`src/rtl/pipe_hazard_ctrl.sv`:
```
// pipe_hazard_ctrl
// Hazard and flush controller for the IF -> DOF -> EX -> WB RISC pipeline.
// It keeps a small shadow copy of the write information for the instructions
// in EX and WB. It stalls PC/IF/DOF while the DOF instruction reads a register
// that one of those instructions still has to write. It flushes IF/DOF when a
// control transfer resolved in EX is taken. On a stall, a flush, or an empty
// DOF slot, it loads a NOP bubble into the EX pipeline register.
//
// Parameters:
//   CNT_W      width of the saturating stall / flush performance counters
// Ports:
//   clk        system clock, all state on the rising edge
//   reset      synchronous, active-high
//   RW_D       DOF-stage register-write enable
//   DA_D       DOF-stage destination register
//   AA_D       DOF-stage A-operand register
//   BA_D       DOF-stage B-operand register
//   MA_D       DOF-stage A-mux select (1 = PC, register file not read)
//   MB_D       DOF-stage B-mux select (1 = constant, register file not read)
//   BS_E       EX-stage branch select (00 none, 01 cond, 10 JMR, 11 JMP/JML)
//   PS_E       EX-stage branch polarity (0 = BZ, 1 = BNZ)
//   Z_E        EX-stage ALU zero flag
//   clr_cnt    synchronous clear of both performance counters
//   stall      hold PC, IF/DOF register and DOF/EX sources (combinational)
//   flush      taken transfer in EX: load target, clear IF/DOF (combinational)
//   ex_bubble  load a NOP into the EX pipeline register (combinational)
//   stall_cnt  number of cycles with stall = 1 (saturating)
//   flush_cnt  number of cycles with flush = 1 (saturating)

module pipe_hazard_ctrl #(
  parameter int CNT_W = 16
) (
  input  logic             clk,
  input  logic             reset,
  input  logic             RW_D,
  input  logic [4:0]       DA_D,
  input  logic [4:0]       AA_D,
  input  logic [4:0]       BA_D,
  input  logic             MA_D,
  input  logic             MB_D,
  input  logic [1:0]       BS_E,
  input  logic             PS_E,
  input  logic             Z_E,
  input  logic             clr_cnt,
  output logic             stall,
  output logic             flush,
  output logic             ex_bubble,
  output logic [CNT_W-1:0] stall_cnt,
  output logic [CNT_W-1:0] flush_cnt
);

  localparam logic [CNT_W-1:0] CNT_ONE = {{(CNT_W-1){1'b0}}, 1'b1};
  localparam logic [CNT_W-1:0] CNT_MAX = '1;

  logic       dof_v;
  logic       ex_v;
  logic       ex_rw;
  logic [4:0] ex_da;
  logic       wb_v;
  logic       wb_rw;
  logic [4:0] wb_da;

  logic match_a;
  logic match_b;
  logic hz;
  logic taken;

  // R0 is hardwired to zero, so it never carries a dependency. The register
  // file has no write-through path, so a producer still sitting in WB
  // conflicts just like one in EX.
  always_comb begin
    match_a = (AA_D != 5'd0) &&
              ((ex_v && ex_rw && (ex_da == AA_D)) ||
               (wb_v && wb_rw && (wb_da == AA_D)));
    match_b = (BA_D != 5'd0) &&
              ((ex_v && ex_rw && (ex_da == BA_D)) ||
               (wb_v && wb_rw && (wb_da == BA_D)));
    hz      = dof_v && ((!MA_D && match_a) || (!MB_D && match_b));
  end

  // Conditional branches are taken when Z differs from the polarity bit:
  // BZ (PS=0) on Z=1, BNZ (PS=1) on Z=0. JMR/JMP/JML always transfer.
  always_comb begin
    taken = 1'b0;
    if (ex_v) begin
      case (BS_E)
        2'b00:   taken = 1'b0;
        2'b01:   taken = Z_E ^ PS_E;
        default: taken = 1'b1;
      endcase
    end
  end

  // The stalled DOF instruction is younger than the transfer and is about to
  // be killed, so a flush suppresses the stall.
  assign flush     = taken;
  assign stall     = hz && !taken;
  assign ex_bubble = stall || taken || !dof_v;

  // The shadow pipeline follows the real pipeline registers. A flush clears
  // dof_v to kill the IF instruction. The DOF instruction is killed by the
  // bubble loaded into EX.
  always_ff @(posedge clk) begin
    if (reset) begin
      dof_v <= 1'b0;
      ex_v  <= 1'b0;
      ex_rw <= 1'b0;
      ex_da <= 5'd0;
      wb_v  <= 1'b0;
      wb_rw <= 1'b0;
      wb_da <= 5'd0;
    end else begin
      wb_v  <= ex_v;
      wb_rw <= ex_rw;
      wb_da <= ex_da;
      if (ex_bubble) begin
        ex_v  <= 1'b0;
        ex_rw <= 1'b0;
        ex_da <= 5'd0;
      end else begin
        ex_v  <= 1'b1;
        ex_rw <= RW_D;
        ex_da <= DA_D;
      end
      if (!stall) begin
        dof_v <= !taken;
      end
    end
  end

  // Saturating performance counters. A clear wins over an increment in the
  // same cycle.
  always_ff @(posedge clk) begin
    if (reset || clr_cnt) begin
      stall_cnt <= '0;
      flush_cnt <= '0;
    end else begin
      if (stall && (stall_cnt != CNT_MAX)) begin
        stall_cnt <= stall_cnt + CNT_ONE;
      end
      if (flush && (flush_cnt != CNT_MAX)) begin
        flush_cnt <= flush_cnt + CNT_ONE;
      end
    end
  end

endmodule
```
`config.mk`:
```
export PLATFORM = sky130hd
export DESIGN_NAME = pipe_hazard_ctrl
export DESIGN_NICKNAME = d
export VERILOG_FILES = /design/src/rtl/pipe_hazard_ctrl.sv
export SDC_FILE = /design/constraint.sdc
export NUM_CORES = 1
export LEC_CHECK = 0
export BUFFER_PORTS_ARGS = -buffer_cell sky130_fd_sc_hd__buf_2
export CAP_MARGIN = 10
export CORE_UTILIZATION = 50
export CTS_BUF_LIST = sky130_fd_sc_hd__clkbuf_8
export DETAILED_ROUTE_END_ITERATION = 8
export GPL_TIMING_DRIVEN = 0
export HOLD_SLACK_MARGIN = 0.08
export PLACE_DENSITY = 0.74
export SYNTH_ARGS = -nofsm -noshare
export SYNTH_HDL_FRONTEND = slang
export SYNTH_SLANG_ARGS = --single-unit
export TNS_END_PERCENT = 5
```
`constraint.sdc`:
```
create_clock -name clk -period 4.75 [get_ports clk]
set_input_delay 0 -clock clk [delete_from_list [all_inputs] [get_ports clk]]
set_output_delay 0 -clock clk [all_outputs]
set_load 0.05 [all_outputs]
```
; ---- Word level (Yosys, flattened, before mapping)
; Index checks and enable logic that the tools add are counted.
[op_classes]
n_eq_ne = 7
n_reduce_logical = 28
bitwise = 1
add_sub_neg = 2
n_mux = 3
[op_table]
columns = cell, count
row1 = "adder 16 x 1 -> 16 bit, second input constant", 2
row2 = "!= test 16 bit, second input constant", 2
row3 = == test 5 bit, 4
row4 = logical AND 1 bit, 14
row5 = nonzero test 5 bit, 2
row6 = logical OR 1 bit, 6
row7 = zero test 1 bit, 4
row8 = "== test 2 x 1 -> 1 bit, second input constant", 1
row9 = zero test 2 bit, 1
row10 = 2-to-1 mux 1 bit, 2
row11 = case mux 1 bit (2 select lines), 1
row12 = OR reduction 2 bit, 1
row13 = XOR 1 bit, 1
[totals]
register_bits = 47

; ---- Depth between registers and ports, before layout
[logic_depth]
word_depth = 11
depth_mapped = 9
ltp_nobuf = 8

; ---- Worst setup path after synthesis
; OpenSTA, ideal clock, no wires.
[synth_path]
path_type = register -> register
startpoint = reg stall_cnt[0]
endpoint = reg stall_cnt[12]
path_stages_with_launch = 9
period_less_slack_ps = 2224
required_time_ps = 4678
setup_slack_ps = 2526
arrival_time_ps = 2152
n_path_buf = 0
cell_sequence = dfxtp_1 -> ha_1 -> nand3_2 -> nor3_2 -> nand3_1 -> and3b_1 -> and3_4 -> nand3_1 -> mux2i_1
[synth_via]
elab_chain_cells = 2
[synth_rtl]
columns = item, line_no
row1 = start: declaration, 48  ; output logic [CNT_W-1:0] stall_cnt,
row2 = start signal: assignment, 139  ; stall_cnt <= stall_cnt + CNT_ONE;
row3 = "parallel branches: the longest is 2 deep, another holds adder 16 x 1 -> 16 bit", -
; Several ways; the timed one is not identified.
; A chain may end at the register's enable or synchronous reset.

; ---- Worst setup path after layout
[layout_path]
startpoint = reg stall_cnt[0]
endpoint = reg stall_cnt[14]
; The elaborated chain is that of the path after synthesis.

==> metrics.txt <==
cells after synthesis 249; DR WL/cell 13.4 microns; final slew viol count 0; Num Clock Sinks 47; fmax 0.411 GHz; CTS tree yes; Util after Layout 65.0%; sequential-to-total area share from yosys stat 40.5%; global route overflow 0; layout cell share with drive strength beyond 1 28.8%; xor-xnor portion of the synthesized cell area 17.0%; Die Ht 70.2 microns; Clock transition at path regs 80 ps; Req. time, crit path 5000 ps; multiplexer share of the synthesized area 1.72%; hpwl dp 3.65 mm; max cap viols 0; status complete, no violations; minimum clock period 2440 ps; Ports 60; fin crit share 51.3%; DR iter-0 viols 95; n_diodes 0; post-route setup TNS 0 ps; via count 2013; clock skew 9.29 ps; antenna viol nets, final 0; # setup viols final 0; DIE AREA 4920 sq um; First-pass DRT Iterations 4; vias in the first global route 1914; Pwr Density 247 nW/um^2; hold depth 5; clk buf depth 2; antenna violations before repair 0; syn_nets 276; Adder-Cell Fraction of Synth Area 1.08%; final hold viol count 0; R2R depth 9; DR vias/cell 5.33; Initial Util 52.6%; Worst Setup Start Kind flop; fin nets 352; #FFs+latches synth 47; HP Class in -> reg; CORE AREA 4410 sq um; Die Span X 70.2 microns; Critical Path AT 2680 ps; FF-to-FF setup slack 2310 ps; worst setup path class reg -> reg; post-cts resize count 0; Total Routing Usage GR 22.6%; most frequent cells in the layout buf_2, dfxtp_1, nor2_1; Synth Cell Area 2320 sq um; Post-synth ARST share 0%; number of post-CTS setup repair buffers 0; most used flip-flop cell after synthesis dfxtp_1; H-tree levels 2; CTS root buf clkbuf_8; Post-synth EDFFs 0; Slew @ Worst Pin 484 ps; Crit. End Element flop; Leak 1.16 nW; launch point of the worst reg-to-reg path stall_cnt[0]; largest family of logic cells by synthesized area simple AND/OR/NAND/NOR gates; synthesis-to-layout area growth 23.5%; # port buffers 59; DRT Wirelength 5.05 mm; DRC 0; Clock Latency Late Sink 300 ps; Hold Startpoint BS_E[1]; VDD IR-drop max 0.147 mV; post-synth cell types 41; CP Max Fanout 8; most common cell after layout, fill and taps aside buf_2; total CTS buffers 5; r2r endpoint stall_cnt[14]; simple-gate portion of the synthesized area 32.2%; Mapped Avg Cell Area 9.33 sq um; first-pass GRT wire length 8.71 mm; Endpoint, Worst Hold dof_v; RSZ-0062 raised after global routing no; # fillers 402; routability cong. 0.861; area fraction in compound gates after synthesis 5.39%; FP Rows 24; largest net degree at the start of global routing 15; Slew HR 67.7%; Synth Warn # 0
==> registers in the layout, indices dropped and copies added, names as in the netlist <==
register,cells
flush_cnt,16
stall_cnt,16
ex_da,5
wb_da,5
dof_v,1
ex_rw,1
ex_v,1
wb_rw,1
wb_v,1
==> per-stage QoR <==
stage / power [W] / hold WS (ps) / setup slack (ps) / cells / area [sq um]
2_1_floorplan: 0.000453 / 122 / 2530 / 249 / 2320
3_3_place_gp: 0.000476 / 202 / 2790 / 360 / 2680
3_5_place_dp: 0.000477 / 207 / 2760 / 360 / 2680
4_1_cts: 0.000716 / 208 / 2310 / 378 / 2870
5_1_grt: 0.000740 / 236 / 2120 / 378 / 2870
6_report: 0.000709 / 205 / 2310 / 378 / 2870
==> cell families (layout without fill, tap and decap cells) <==
logic type,Yosys count,in the layout
buf+inv,10,87
compound gates,15,15
fa+ha+maj,2,2
simple gates,126,126
flops,47,47
mux,4,4
xor+xnor,45,45
==> cell usage after synthesis (all sizes together) (3+ instances only) <==
cell type  instances  area share [%]
nor4               4             2.2
nand3             17             4.5
mux2i              4             1.7
buf                5             1.3
or3                3            0.81
nor2b              8             2.2
and3               8             2.4
xnor2             30              11
xor2              15             5.7
dfxtp             47              41
nand2             14             2.3
and2               7             1.9
inv                3            0.48
nor2              35             5.8
nand4             14             4.0
and4               3             1.2
nor3               7             2.2
a21oi              6             1.5
==> area by class of cell <==
type / instances / area, sq um / area share (%)
tap: 52 / 65.1 / 2.27
inverter: 3 / 11.3 / 0.393
buffer: 7 / 38.8 / 1.35
sequential: 47 / 941 / 32.8
timing repair buffer: 69 / 395 / 13.8
clock buffer: 5 / 68.8 / 2.40
multi-input combinational: 192 / 1330 / 46.4
clock inverter: 3 / 16.3 / 0.567
==> repair_timing <==
item                       4_1_cts  5_1_grt
setup endpoints to repair        0        0
hold buffers                    10        0
hold endpoints to repair         9        0
==> worst max-delay path by stage <==
stage	to	from	slack, ps
global placement	stall_cnt[12]	stall_cnt[0]	2790
global route	stall_cnt[14]	stall_cnt[0]	2120
finish	stall_cnt[14]	stall_cnt[0]	2310
detailed placement	stall_cnt[12]	stall_cnt[0]	2760
floorplan	stall_cnt[12]	stall_cnt[0]	2530
CTS	stall_cnt[14]	stall_cnt[0]	2310
==> critical path, stage by stage, from the launching register on <==
cell	delay (ps)
dfxtp_1	390
ha_1	210
nand3_2	140
nor3_2	280
nand3_1	200
nand3b_4	190
nor2_1	100
nand4_1	140
mux2i_1	180
dlygate4sd3_1	550
==> where the power goes <==
group / total (W) / switching, W / internal [W]
clock: 0.000235 / 0.000134 / 0.000101
sequential: 0.000405 / 0.00000545 / 0.000399
combinational: 0.0000692 / 0.0000362 / 0.0000330
total: 0.000709 / 0.000176 / 0.000533
==> layer usage <==
| metal | track usage, % | wire, microns |
|---|---|---|
| met1 | 28.7 | 2350 |
| met2 | 36.8 | 2380 |
| met5 | 0 | 0 |
| met3 | 5.63 | 234 |
| met4 | 8.89 | 98 |
Note: power is estimated with default switching activity, not from simulation.
